$ cat config.mk
export PLATFORM = sky130hd
export DESIGN_NAME = tok_sched
export DESIGN_NICKNAME = d
export VERILOG_FILES = /design/src/rtl/tok_pkg.sv /design/src/rtl/ident_scan.sv /design/src/rtl/tok_sched.sv
export SDC_FILE = /design/constraint.sdc
export NUM_CORES = 1
export LEC_CHECK = 0
export BUFFER_PORTS_ARGS = -buffer_cell sky130_fd_sc_hd__buf_2
export CORE_ASPECT_RATIO = 1.75
export CORE_MARGIN = 2
export CORE_UTILIZATION = 48
export DETAILED_ROUTE_END_ITERATION = 10
export GPL_TIMING_DRIVEN = 0
export PLACE_DENSITY = 0.81
export REMOVE_ABC_BUFFERS = 1
export SETUP_SLACK_MARGIN = 0.4
export SLEW_MARGIN = 20
export SYNTH_ARGS = -nofsm -noshare
export SYNTH_HDL_FRONTEND = slang
export SYNTH_SLANG_ARGS = --single-unit
$ cat constraint.sdc
create_clock -name clk -period 2.5 [get_ports clk]
set_input_delay 0.375 -clock clk [delete_from_list [all_inputs] [get_ports clk]]
set_output_delay 0.375 -clock clk [all_outputs]
set_load 0.005 [all_outputs]
$ cat src/rtl/tok_pkg.sv
// tok_pkg: shared constants and types for the tok_sched character scheduler.
//   - character class bounds (ASCII)
//   - arbiter state encoding
//   - source encoding
//   - character class helpers used by the scanner
package tok_pkg;

    localparam logic [7:0] CH_A_UP = 8'd65;   // 'A'
    localparam logic [7:0] CH_Z_UP = 8'd90;   // 'Z'
    localparam logic [7:0] CH_A_LO = 8'd97;   // 'a'
    localparam logic [7:0] CH_Z_LO = 8'd122;  // 'z'
    localparam logic [7:0] CH_0    = 8'd48;   // '0'
    localparam logic [7:0] CH_9    = 8'd57;   // '9'

    typedef enum logic [1:0] {
        IDLE   = 2'd0,
        LOCK_A = 2'd1,
        LOCK_B = 2'd2
    } state_t;

    localparam logic SRC_A = 1'b0;
    localparam logic SRC_B = 1'b1;

    function automatic logic is_letter(input logic [7:0] c);
        return ((c >= CH_A_UP) && (c <= CH_Z_UP)) ||
               ((c >= CH_A_LO) && (c <= CH_Z_LO));
    endfunction

    function automatic logic is_digit(input logic [7:0] c);
        return (c >= CH_0) && (c <= CH_9);
    endfunction

endpackage

$ cat src/rtl/ident_scan.sv
// ident_scan: per-token identifier scanner.
//   clk, reset : clock, asynchronous active-high reset
//   char       : character being transferred this cycle
//   fire       : a transfer occurs this cycle
//   first      : the transfer (if alnum) starts a new token
//   is_delim   : combinational class decode of char (not letter, not digit)
//   ok         : token so far is an identifier (started with a letter)
//   len        : alnum characters in the token so far, saturating
// The owner samples ok/len on the edge where the terminating delimiter
// transfers; the delimiter itself never touches ok/len.
module ident_scan
    import tok_pkg::*;
#(
    parameter int LEN_W = 6
) (
    input  logic             clk,
    input  logic             reset,
    input  logic [7:0]       char,
    input  logic             fire,
    input  logic             first,
    output logic             is_delim,
    output logic             ok,
    output logic [LEN_W-1:0] len
);

    localparam logic [LEN_W-1:0] LEN_MAX = '1;

    logic             letter;
    logic             digit;
    logic             ok_reg;
    logic             ok_next;
    logic [LEN_W-1:0] len_reg;
    logic [LEN_W-1:0] len_next;

    assign letter   = is_letter(char);
    assign digit    = is_digit(char);
    assign is_delim = !(letter || digit);

    always_comb begin
        ok_next  = ok_reg;
        len_next = len_reg;
        if (first) begin
            // A token's identity is decided by its first character only.
            ok_next  = letter;
            len_next = LEN_W'(1);
        end else if (len_reg != LEN_MAX) begin
            len_next = len_reg + LEN_W'(1);
        end
    end

    always_ff @(posedge clk or posedge reset) begin
        if (reset) begin
            ok_reg  <= 1'b0;
            len_reg <= '0;
        end else if (fire && !is_delim) begin
            ok_reg  <= ok_next;
            len_reg <= len_next;
        end
    end

    assign ok  = ok_reg;
    assign len = len_reg;

endmodule

$ cat src/rtl/tok_sched.sv
// tok_sched: two-source character scheduler sharing one identifier scanner.
//   clk, reset        : clock, asynchronous active-high reset
//   a_valid/a_char    : source A offer; a_ready completes the handshake
//   b_valid/b_char    : source B offer; b_ready completes the handshake
//   o_valid/o_char    : forwarded character, registered (1 cycle latency)
//   o_src             : source of the forwarded character (0=A, 1=B)
//   tok_done          : one-cycle pulse alongside the terminating delimiter
//   tok_ok/len/src    : result of the finished token, held until next tok_done
//   cnt_a/cnt_b       : saturating counts of valid identifiers per source
// Tokens are granted whole: once an alnum character is accepted from a
// source, that source owns the scanner until it sends a delimiter.
module tok_sched
    import tok_pkg::*;
#(
    parameter int LEN_W = 6,
    parameter int CNT_W = 8
) (
    input  logic             clk,
    input  logic             reset,
    input  logic             a_valid,
    input  logic [7:0]       a_char,
    output logic             a_ready,
    input  logic             b_valid,
    input  logic [7:0]       b_char,
    output logic             b_ready,
    output logic             o_valid,
    output logic [7:0]       o_char,
    output logic             o_src,
    output logic             tok_done,
    output logic             tok_ok,
    output logic [LEN_W-1:0] tok_len,
    output logic             tok_src,
    output logic [CNT_W-1:0] cnt_a,
    output logic [CNT_W-1:0] cnt_b
);

    state_t           state_reg;
    state_t           state_next;
    logic             last_reg;
    logic             last_next;

    logic             grant;
    logic             grant_valid;
    logic             sel_src;
    logic [7:0]       sel_char;
    logic             fire;
    logic             first;
    logic             finish;

    logic             scan_delim;
    logic             scan_ok;
    logic [LEN_W-1:0] scan_len;

    logic             o_valid_reg;
    logic [7:0]       o_char_reg;
    logic             o_src_reg;
    logic             tok_done_reg;
    logic             tok_ok_reg;
    logic [LEN_W-1:0] tok_len_reg;
    logic             tok_src_reg;

    // ------------------------------------------------------------------
    // State register
    // ------------------------------------------------------------------
    always_ff @(posedge clk or posedge reset) begin
        if (reset) begin
            state_reg <= IDLE;
            last_reg  <= SRC_B;   // so A wins the first tie
        end else begin
            state_reg <= state_next;
            last_reg  <= last_next;
        end
    end

    // ------------------------------------------------------------------
    // Output / datapath-select logic
    // ------------------------------------------------------------------
    always_comb begin
        grant       = SRC_A;
        grant_valid = 1'b0;
        if (a_valid && b_valid) begin
            grant_valid = 1'b1;
            grant       = (last_reg == SRC_A) ? SRC_B : SRC_A;
        end else if (a_valid) begin
            grant_valid = 1'b1;
            grant       = SRC_A;
        end else if (b_valid) begin
            grant_valid = 1'b1;
            grant       = SRC_B;
        end

        a_ready = 1'b0;
        b_ready = 1'b0;
        sel_src = grant;
        case (state_reg)
            IDLE: begin
                a_ready = grant_valid && (grant == SRC_A);
                b_ready = grant_valid && (grant == SRC_B);
            end
            LOCK_A: begin
                a_ready = 1'b1;
                sel_src = SRC_A;
            end
            LOCK_B: begin
                b_ready = 1'b1;
                sel_src = SRC_B;
            end
            default: ;
        endcase
    end

    assign sel_char = (sel_src == SRC_B) ? b_char : a_char;
    assign fire     = (a_valid && a_ready) || (b_valid && b_ready);
    assign first    = (state_reg == IDLE);
    // A delimiter only terminates a token when one is open; in IDLE it is
    // forwarded on its own.
    assign finish   = fire && scan_delim && !first;

    // ------------------------------------------------------------------
    // Next-state logic
    // ------------------------------------------------------------------
    always_comb begin
        state_next = state_reg;
        last_next  = last_reg;
        case (state_reg)
            IDLE: begin
                if (fire) begin
                    last_next = sel_src;
                    if (!scan_delim) begin
                        state_next = (sel_src == SRC_A) ? LOCK_A : LOCK_B;
                    end
                end
            end
            LOCK_A, LOCK_B: begin
                if (finish) begin
                    state_next = IDLE;
                end
            end
            default: state_next = IDLE;
        endcase
    end

    // ------------------------------------------------------------------
    // Shared scanner
    // ------------------------------------------------------------------
    ident_scan #(
        .LEN_W (LEN_W)
    ) u_scan (
        .clk      (clk),
        .reset    (reset),
        .char     (sel_char),
        .fire     (fire),
        .first    (first),
        .is_delim (scan_delim),
        .ok       (scan_ok),
        .len      (scan_len)
    );

    // ------------------------------------------------------------------
    // Output registers
    // ------------------------------------------------------------------
    always_ff @(posedge clk or posedge reset) begin
        if (reset) begin
            o_valid_reg  <= 1'b0;
            o_char_reg   <= '0;
            o_src_reg    <= 1'b0;
            tok_done_reg <= 1'b0;
            tok_ok_reg   <= 1'b0;
            tok_len_reg  <= '0;
            tok_src_reg  <= 1'b0;
        end else begin
            o_valid_reg  <= fire;
            tok_done_reg <= finish;
            if (fire) begin
                o_char_reg <= sel_char;
                o_src_reg  <= sel_src;
            end
            if (finish) begin
                tok_ok_reg  <= scan_ok;
                tok_len_reg <= scan_len;
                tok_src_reg <= sel_src;
            end
        end
    end

    assign o_valid  = o_valid_reg;
    assign o_char   = o_char_reg;
    assign o_src    = o_src_reg;
    assign tok_done = tok_done_reg;
    assign tok_ok   = tok_ok_reg;
    assign tok_len  = tok_len_reg;
    assign tok_src  = tok_src_reg;

    // ------------------------------------------------------------------
    // Per-source identifier counters (index 0 = A, 1 = B)
    // ------------------------------------------------------------------
    for (genvar gi = 0; gi < 2; gi++) begin : g_cnt
        logic [CNT_W-1:0] cnt_reg;

        always_ff @(posedge clk or posedge reset) begin
            if (reset) begin
                cnt_reg <= '0;
            end else if (finish && scan_ok && (sel_src == 1'(gi)) &&
                         (cnt_reg != {CNT_W{1'b1}})) begin
                cnt_reg <= cnt_reg + CNT_W'(1);
            end
        end
    end

    assign cnt_a = g_cnt[0].cnt_reg;
    assign cnt_b = g_cnt[1].cnt_reg;

endmodule
==> flow_summary_export.csv, run 1 <==
group,metric,value,unit
power_and_ir_drop,power_density,928,nW/um2
route,vias,2176,
synth,netlist_instances,247,
global_route,grt_start_max_net_pins,28,
worst_setup_path,crit_type,"flop to flop",
clock_network,path_clk_slew,0.10,ns
global_route,grtUsageMet1,0.236,
outcome,status,"finished, final reports clean",
worst_setup_path,r2r-end,"u_scan.len[0]",
clock_network,clock_latency,0.31,ns
place,post_dp_cell_area,2720,um2
sta,period_share,0.903,
floorplanning,design.portCount,57,
route,drtIter0Drc,83,
global_route,grt_pass1_vias,2156,
clock_network,htree_levels,2,
power_and_ir_drop,total_leakage_power,1.60,nW
global_route,grt-ovfl-total,0,
route,ant_nets,0,
route,post_drt_wl_per_cell,16.2,um
layout,fin_cells,377,
floorplanning,rows,34,
worst_setup_path,cp-end-kind,"flop",
power_and_ir_drop,finalPower,2.96,mW
global_route,grt_use_total,0.218,
worst_setup_path,path_delay_family,"compound AO/OA/AOI/OAI gates",
sta,rsz0062_at_grt,"true",
worst_setup_path,crit_path_start,"state_reg[1]",
synth,synth_top_family_by_area,"simple AND/OR/NAND/NOR gates",
floorplanning,dieArea,5570,um2
place,pre_cts_ws,-0.769,ns
synth,netlist_area,2380,um2
synth,synth-seq-cells,45,
route,routed_via_density,5.77,
synth,ys_seq_area_frac,0.473,
power_and_ir_drop,peakVddDrop,0.715,mV
sta,setup_viol,0,
worst_setup_path,r2r_start,"state_reg[1]",
clock_network,tritoncts,"yes",
sta,fin_skew,0.0130,ns
worst_setup_path,rr_worst_depth,8,
worst_setup_path,worst_path_max_delay_cell,"dfrtp_1",
synth,synth_adder_area_share,0.0315,
worst_setup_path,crit_arrival,2.45,ns
floorplanning,initial_core_util,0.487,
sta,worst_pin_slew,0.621,ns
global_route,antenna_found_initial,0,
synth,synthSimpleGateAreaFrac,0.203,
synth,synth-compound-area-share,0.148,
clock_network,root_buffer,"clkbuf_8",
place,gp_congestion,0.822,
clock_network,cts_buffers,5,
worst_setup_path,cp_max_fo,4,
sta,drv_slew,0,
layout,area_delta_synth_final,33.8,%
sta,fmax,0.443,GHz
floorplanning,die_width,57.3,um
synth,synth_xor_area_frac,0.0514,
clock_network,cts_hold_buf,0,
sta,finalWorstSetupSlack,0.242,ns
clock_network,clock_path_buffers,2,
route,drc_errors,0,
synth,yosysTopAreaCellShare,0.462,
synth,synth_enable_flop_cells,0,
synth,async_flop_share,1.00,
route,firstDrtPassIters,4,
sta,period_minus_slack,2.26,ns
worst_setup_path,regToRegSetupSlack,0.24,ns
global_route,grt_use_met3,0.0346,
synth,synth_cell_type_count,49,
clock_network,cts.sinks,45,
worst_setup_path,crit_end,"u_scan.len[0]",
layout,layout_common_cells,"56 x buf_2, 44 x dfrtp_1, 31 x nand2_1",
synth,synth_top_flop_cell,"dfrtp_1",
worst_setup_path,crit_chain,"inv_2 > ha_4 > clkinvlp_4 > a21o_4 > a32o_2 > or2_4 > nor2_4 > mux2_2",
worst_setup_path,path_buf_inv,2,
floorplanning,die_y,97.2,um
worst_setup_path,critPathLaunchType,"flop",
global_route,grt_busiest_layer,"met2",
worst_setup_path,worstPathRequired,2.69,ns
sta,hold_ws,0.0474,ns
synth,syn_avg_cell_area,9.65,um2
global_route,grt_pass1_wl,9650,um
layout,drive_gt1_frac,0.412,
synth,ys_top_cells_by_area,"dfrtp_1 46%, mux2_2 5.7%, xor2_1 5.1%",
synth,muxShareOfSynthArea,0.0651,
layout,final_common_cell,"buf_2",
layout,num_antenna_cells,0,
worst_setup_path,cp.depth,8,
global_route,grtUsageMet2,0.386,
worst_setup_path,worst_path_largest_cell_delay,0.39,ns
route,wl,6120,um
synth,yosys.area.top_type,"dfrtp_1",
layout,nNetsFinal,348,
sta,hold_viol_final,0,
place,dp_hpwl,3980,um
place,io_buffers,56,
place,dp.cells,350,
floorplanning,core-area,4890,um2
sta,max_slew_margin,0.583,
worst_hold_path,hp-class,"input port to async pin",
synth,yosysWarningCount,0,
job,max_cap_viol_count,0,
layout,fin_area,3190,um2
cells in the mapped netlist, drive strengths merged (4+ instances only):
| master | number |
|---|---|
| dfrtp | 44 |
| xor2 | 14 |
| nor3 | 8 |
| inv | 8 |
| nand3 | 13 |
| nor2 | 19 |
| clkbuf | 5 |
| nand4 | 4 |
| a31oi | 8 |
| nand2 | 31 |
| o21ai | 17 |
| mux2 | 12 |
| nor4 | 6 |
| ha | 6 |
| a21oi | 8 |
worst register-to-register path, stage by stage (launching register included):
cell and delay [ns]:
dfrtp_1 0.39, inv_2 0.07, ha_4 0.28, clkinvlp_4 0.14, a21o_4 0.24, a32o_2 0.29, or2_4 0.28, nor2_4 0.12
mux2_2 0.34
logic make-up (layout without fill, tap and decap cells):
group                    count (synthesis)  count (layout)
AND/OR/NAND/NOR                         98              98
AO/OA/AOI/OAI                           53              53
flip-flops                              45              45
buffers and inverters                   17              93
XOR/XNOR                                14              14
multiplexers                            14              14
adder cells (fa/ha/maj)                  6               6
how the worst min path moves through the flow:
stage	start	end	slack, ns
2_1_floorplan	o_char[0]	o_char[0]	0.47
3_3_place_gp	tok_src	tok_src	0.46
3_5_place_dp	reset	cnt_b[4]	0.40
4_1_cts	reset	cnt_b[4]	0.06
5_1_grt	reset	cnt_b[4]	0.08
6_report	reset	cnt_b[4]	0.05
repair_timing:
action,CTS,global route
pin swaps,11,9
cloned,0,1
gates resized for setup,32,14
setup endpoints to repair,44,33
buffers inserted,14,4
final cells by class:
type / instances / area, um2
clock buffer: 6 / 82.6
clock inverter: 2 / 16.3
fill: 362 / 1700
inverter: 9 / 42.5
multi-input combinational: 185 / 1380
sequential: 45 / 1130
tap: 54 / 67.6
timing repair buffer: 76 / 477
per-stage QoR:
stage,TNS (ns),utilization
final,0,0.652
after detailed placement,-21.96,0.555
after CTS,0,0.626
after global placement,-20.80,0.551
after floorplan,-5.75,-
after global routing,0,0.652
power breakdown:
group / switching (mW) / internal [mW]
clock: 0.265 / 0.228
combinational: 0.764 / 0.638
sequential: 0.145 / 0.920
total: 1.17 / 1.79
layer usage:
metal / routed length, um / vias up
met2: 3330 / 83
li1: - / 1031
met1: 2290 / 1044
met4: 204 / 0
met5: 0 / -
met3: 299 / 18
No activity file was read; power rests on OpenSTA's default activity.
==> run 2, diff against run 1 <==
- CORE_ASPECT_RATIO: 1.75 -> 1.4
==> run 2 against run 1 <==
- highest routed layer unchanged
- combinational power up 10%
- clock skew is 0.0022 ns lower
- clock-buffer cell count decreased by 1
- worst setup slack got worse by 0.0025 ns
==> flow_summary_export.csv, run 2 (synthesized netlist as in run 1, its figures left out) <==
group,metric,value,unit
sta,max_slew_margin,0.625,
layout,utilization,0.695,
sta,rsz0062_at_grt,"true",
route,firstDrtPassIters,4,
sta,period_minus_slack,2.26,ns
sta,fin_skew,0.0107,ns
layout,drive_gt1_frac,0.436,
route,routed_via_density,5.66,
sta,drv_slew,0,
layout,ff_latch_area,1130,um2
place,dp_hpwl,3750,um
clock_network,cts_hold_buf,0,
clock_network,clock_path_buffers,2,
clock_network,tritoncts,"yes",
clock_network,root_buffer,"clkbuf_8",
power_and_ir_drop,total_leakage_power,1.66,nW
floorplanning,initial_core_util,0.496,
floorplanning,design.portCount,57,
sta,fin_setup_tns,0,ns
layout,final_common_cell,"buf_2",
floorplanning,dieArea,5550,um2
worst_setup_path,crit_arrival,2.45,ns
layout,layout_common_cells,"56 x buf_2, 44 x dfrtp_1, 31 x nand2_1",
clock_network,cts.sinks,45,
worst_setup_path,worst_path_largest_cell_delay,0.40,ns
clock_network,clock_latency,0.31,ns
power_and_ir_drop,seq_power_share,0.326,
power_and_ir_drop,netSwitchingFraction,0.371,
route,post_drt_wl_per_cell,16.1,um
layout,multiInputGateArea,1430,um2
worst_setup_path,cp.depth,8,
worst_setup_path,rr_worst_depth,8,
worst_setup_path,cp_max_fo,4,
clock_network,htree_levels,2,
power_and_ir_drop,power_density,980,nW/um2
floorplanning,die_y,87.4,um
worst_setup_path,cp-end-kind,"flop",
place,dp.cells,360,
worst_setup_path,crit_chain,"inv_2 > ha_4 > clkinvlp_4 > a21o_4 > a32o_2 > or2_4 > nor2_4 > mux2_4",
route,wl,6320,um
worst_hold_path,hp-class,"input port to async pin",
worst_setup_path,critPathLaunchType,"flop",
worst_setup_path,r2r_start,"state_reg[1]",
job,max_cap_viol_count,0,
worst_setup_path,path_delay_family,"compound AO/OA/AOI/OAI gates",
layout,num_antenna_cells,0,
global_route,grt_use_total,0.217,
route,drc_errors,0,
floorplanning,die_width,63.6,um
clock_network,path_clk_slew,0.09,ns
place,gp_congestion,0.834,
power_and_ir_drop,comb_power_share,0.469,
global_route,grt_pass1_vias,2041,
global_route,grt_start_max_net_pins,31,
layout,fin_cells,392,
route,ant_nets,0,
route,vias,2220,
worst_setup_path,worstPathRequired,2.69,ns
sta,worst_pin_slew,0.559,ns
power_and_ir_drop,peakVddDrop,0.595,mV
place,io_buffers,56,
worst_setup_path,crit_type,"flop to flop",
worst_setup_path,path_buf_inv,2,
layout,fillerInstances,357,
route,drtIter0Drc,187,
sta,hold_viol_final,0,
layout,nNetsFinal,353,
power_and_ir_drop,clkPwrFrac,0.205,
global_route,antenna_found_initial,0,
global_route,grt-ovfl-total,0,
power_and_ir_drop,power.internal,2.06,mW
global_route,grt_pass1_wl,9450,um
worst_setup_path,regToRegSetupSlack,0.24,ns
layout,area_delta_synth_final,40.2,%
clock_network,cts_buffers,5,
outcome,status,"finished, final reports clean",
floorplanning,rows,30,
worst_setup_path,r2r-end,"u_scan.len[1]",
sta,fmax,0.442,GHz
power_and_ir_drop,p_sw,1.22,mW
worst_setup_path,worst_path_max_delay_cell,"dfrtp_1",
sta,period_share,0.904,
floorplanning,core-area,4800,um2
sta,setup_viol,0,
run 2: final cells by class:
cell class,instances,share of cell area
Clock buffer,5,0.0206
Clock inverter,3,0.0206
Inverter,9,0.0127
Multi-Input combinational cell,185,0.429
Sequential cell,45,0.337
Tap cell,64,0.0240
Timing Repair Buffer,81,0.156
run 2: power groups by stage:
stage	clock network, mW	registers (mW)	logic, mW
floorplan	0	1.08	0.633
global placement	0	1.07	0.958
detailed placement	0	1.08	0.988
CTS	0.671	1.06	1.32
global route	0.717	1.09	1.66
finish	0.671	1.07	1.54
run 2: timing repair:
action	CTS	global route
setup endpoints to repair	45	33
gates resized for setup	50	21
buffers inserted	14	10
pin swaps	11	14
cloned	0	0
run 2: stage by stage:
| stage | total power, mW | worst slack [ns] | cell area, um2 | hold WS (ns) |
|---|---|---|---|---|
| 2_1_floorplan | 1.71 | -0.284 | 2350 | 0.473 |
| 3_3_place_gp | 2.03 | -0.742 | 2710 | 0.464 |
| 3_5_place_dp | 2.07 | -0.812 | 2730 | 0.362 |
| 4_1_cts | 3.06 | 0.284 | 3170 | 0.0259 |
| 5_1_grt | 3.47 | 0.215 | 3340 | 0.0400 |
| 6_report | 3.27 | 0.240 | 3340 | 0.0166 |
run 2: routing by layer:
| layer | share of wire | track usage | wire [um] |
|---|---|---|---|
| met1 | 0.40 | 0.253 | 2510 |
| met2 | 0.52 | 0.381 | 3290 |
| met3 | 0.055 | 0.0440 | 348 |
| met4 | 0.027 | 0.103 | 168 |
| met5 | 0 | 0 | 0 |
run 2: how the worst max path moves through the flow:
stage | start | end | slack, ns
2_1_floorplan | state_reg[0] | tok_len[0] | -0.28
3_3_place_gp | state_reg[0] | tok_len[1] | -0.74
3_5_place_dp | state_reg[0] | tok_len[2] | -0.81
4_1_cts | state_reg[1] | u_scan.len[1] | 0.28
5_1_grt | state_reg[1] | u_scan.len[1] | 0.21
6_report | state_reg[1] | u_scan.len[1] | 0.24
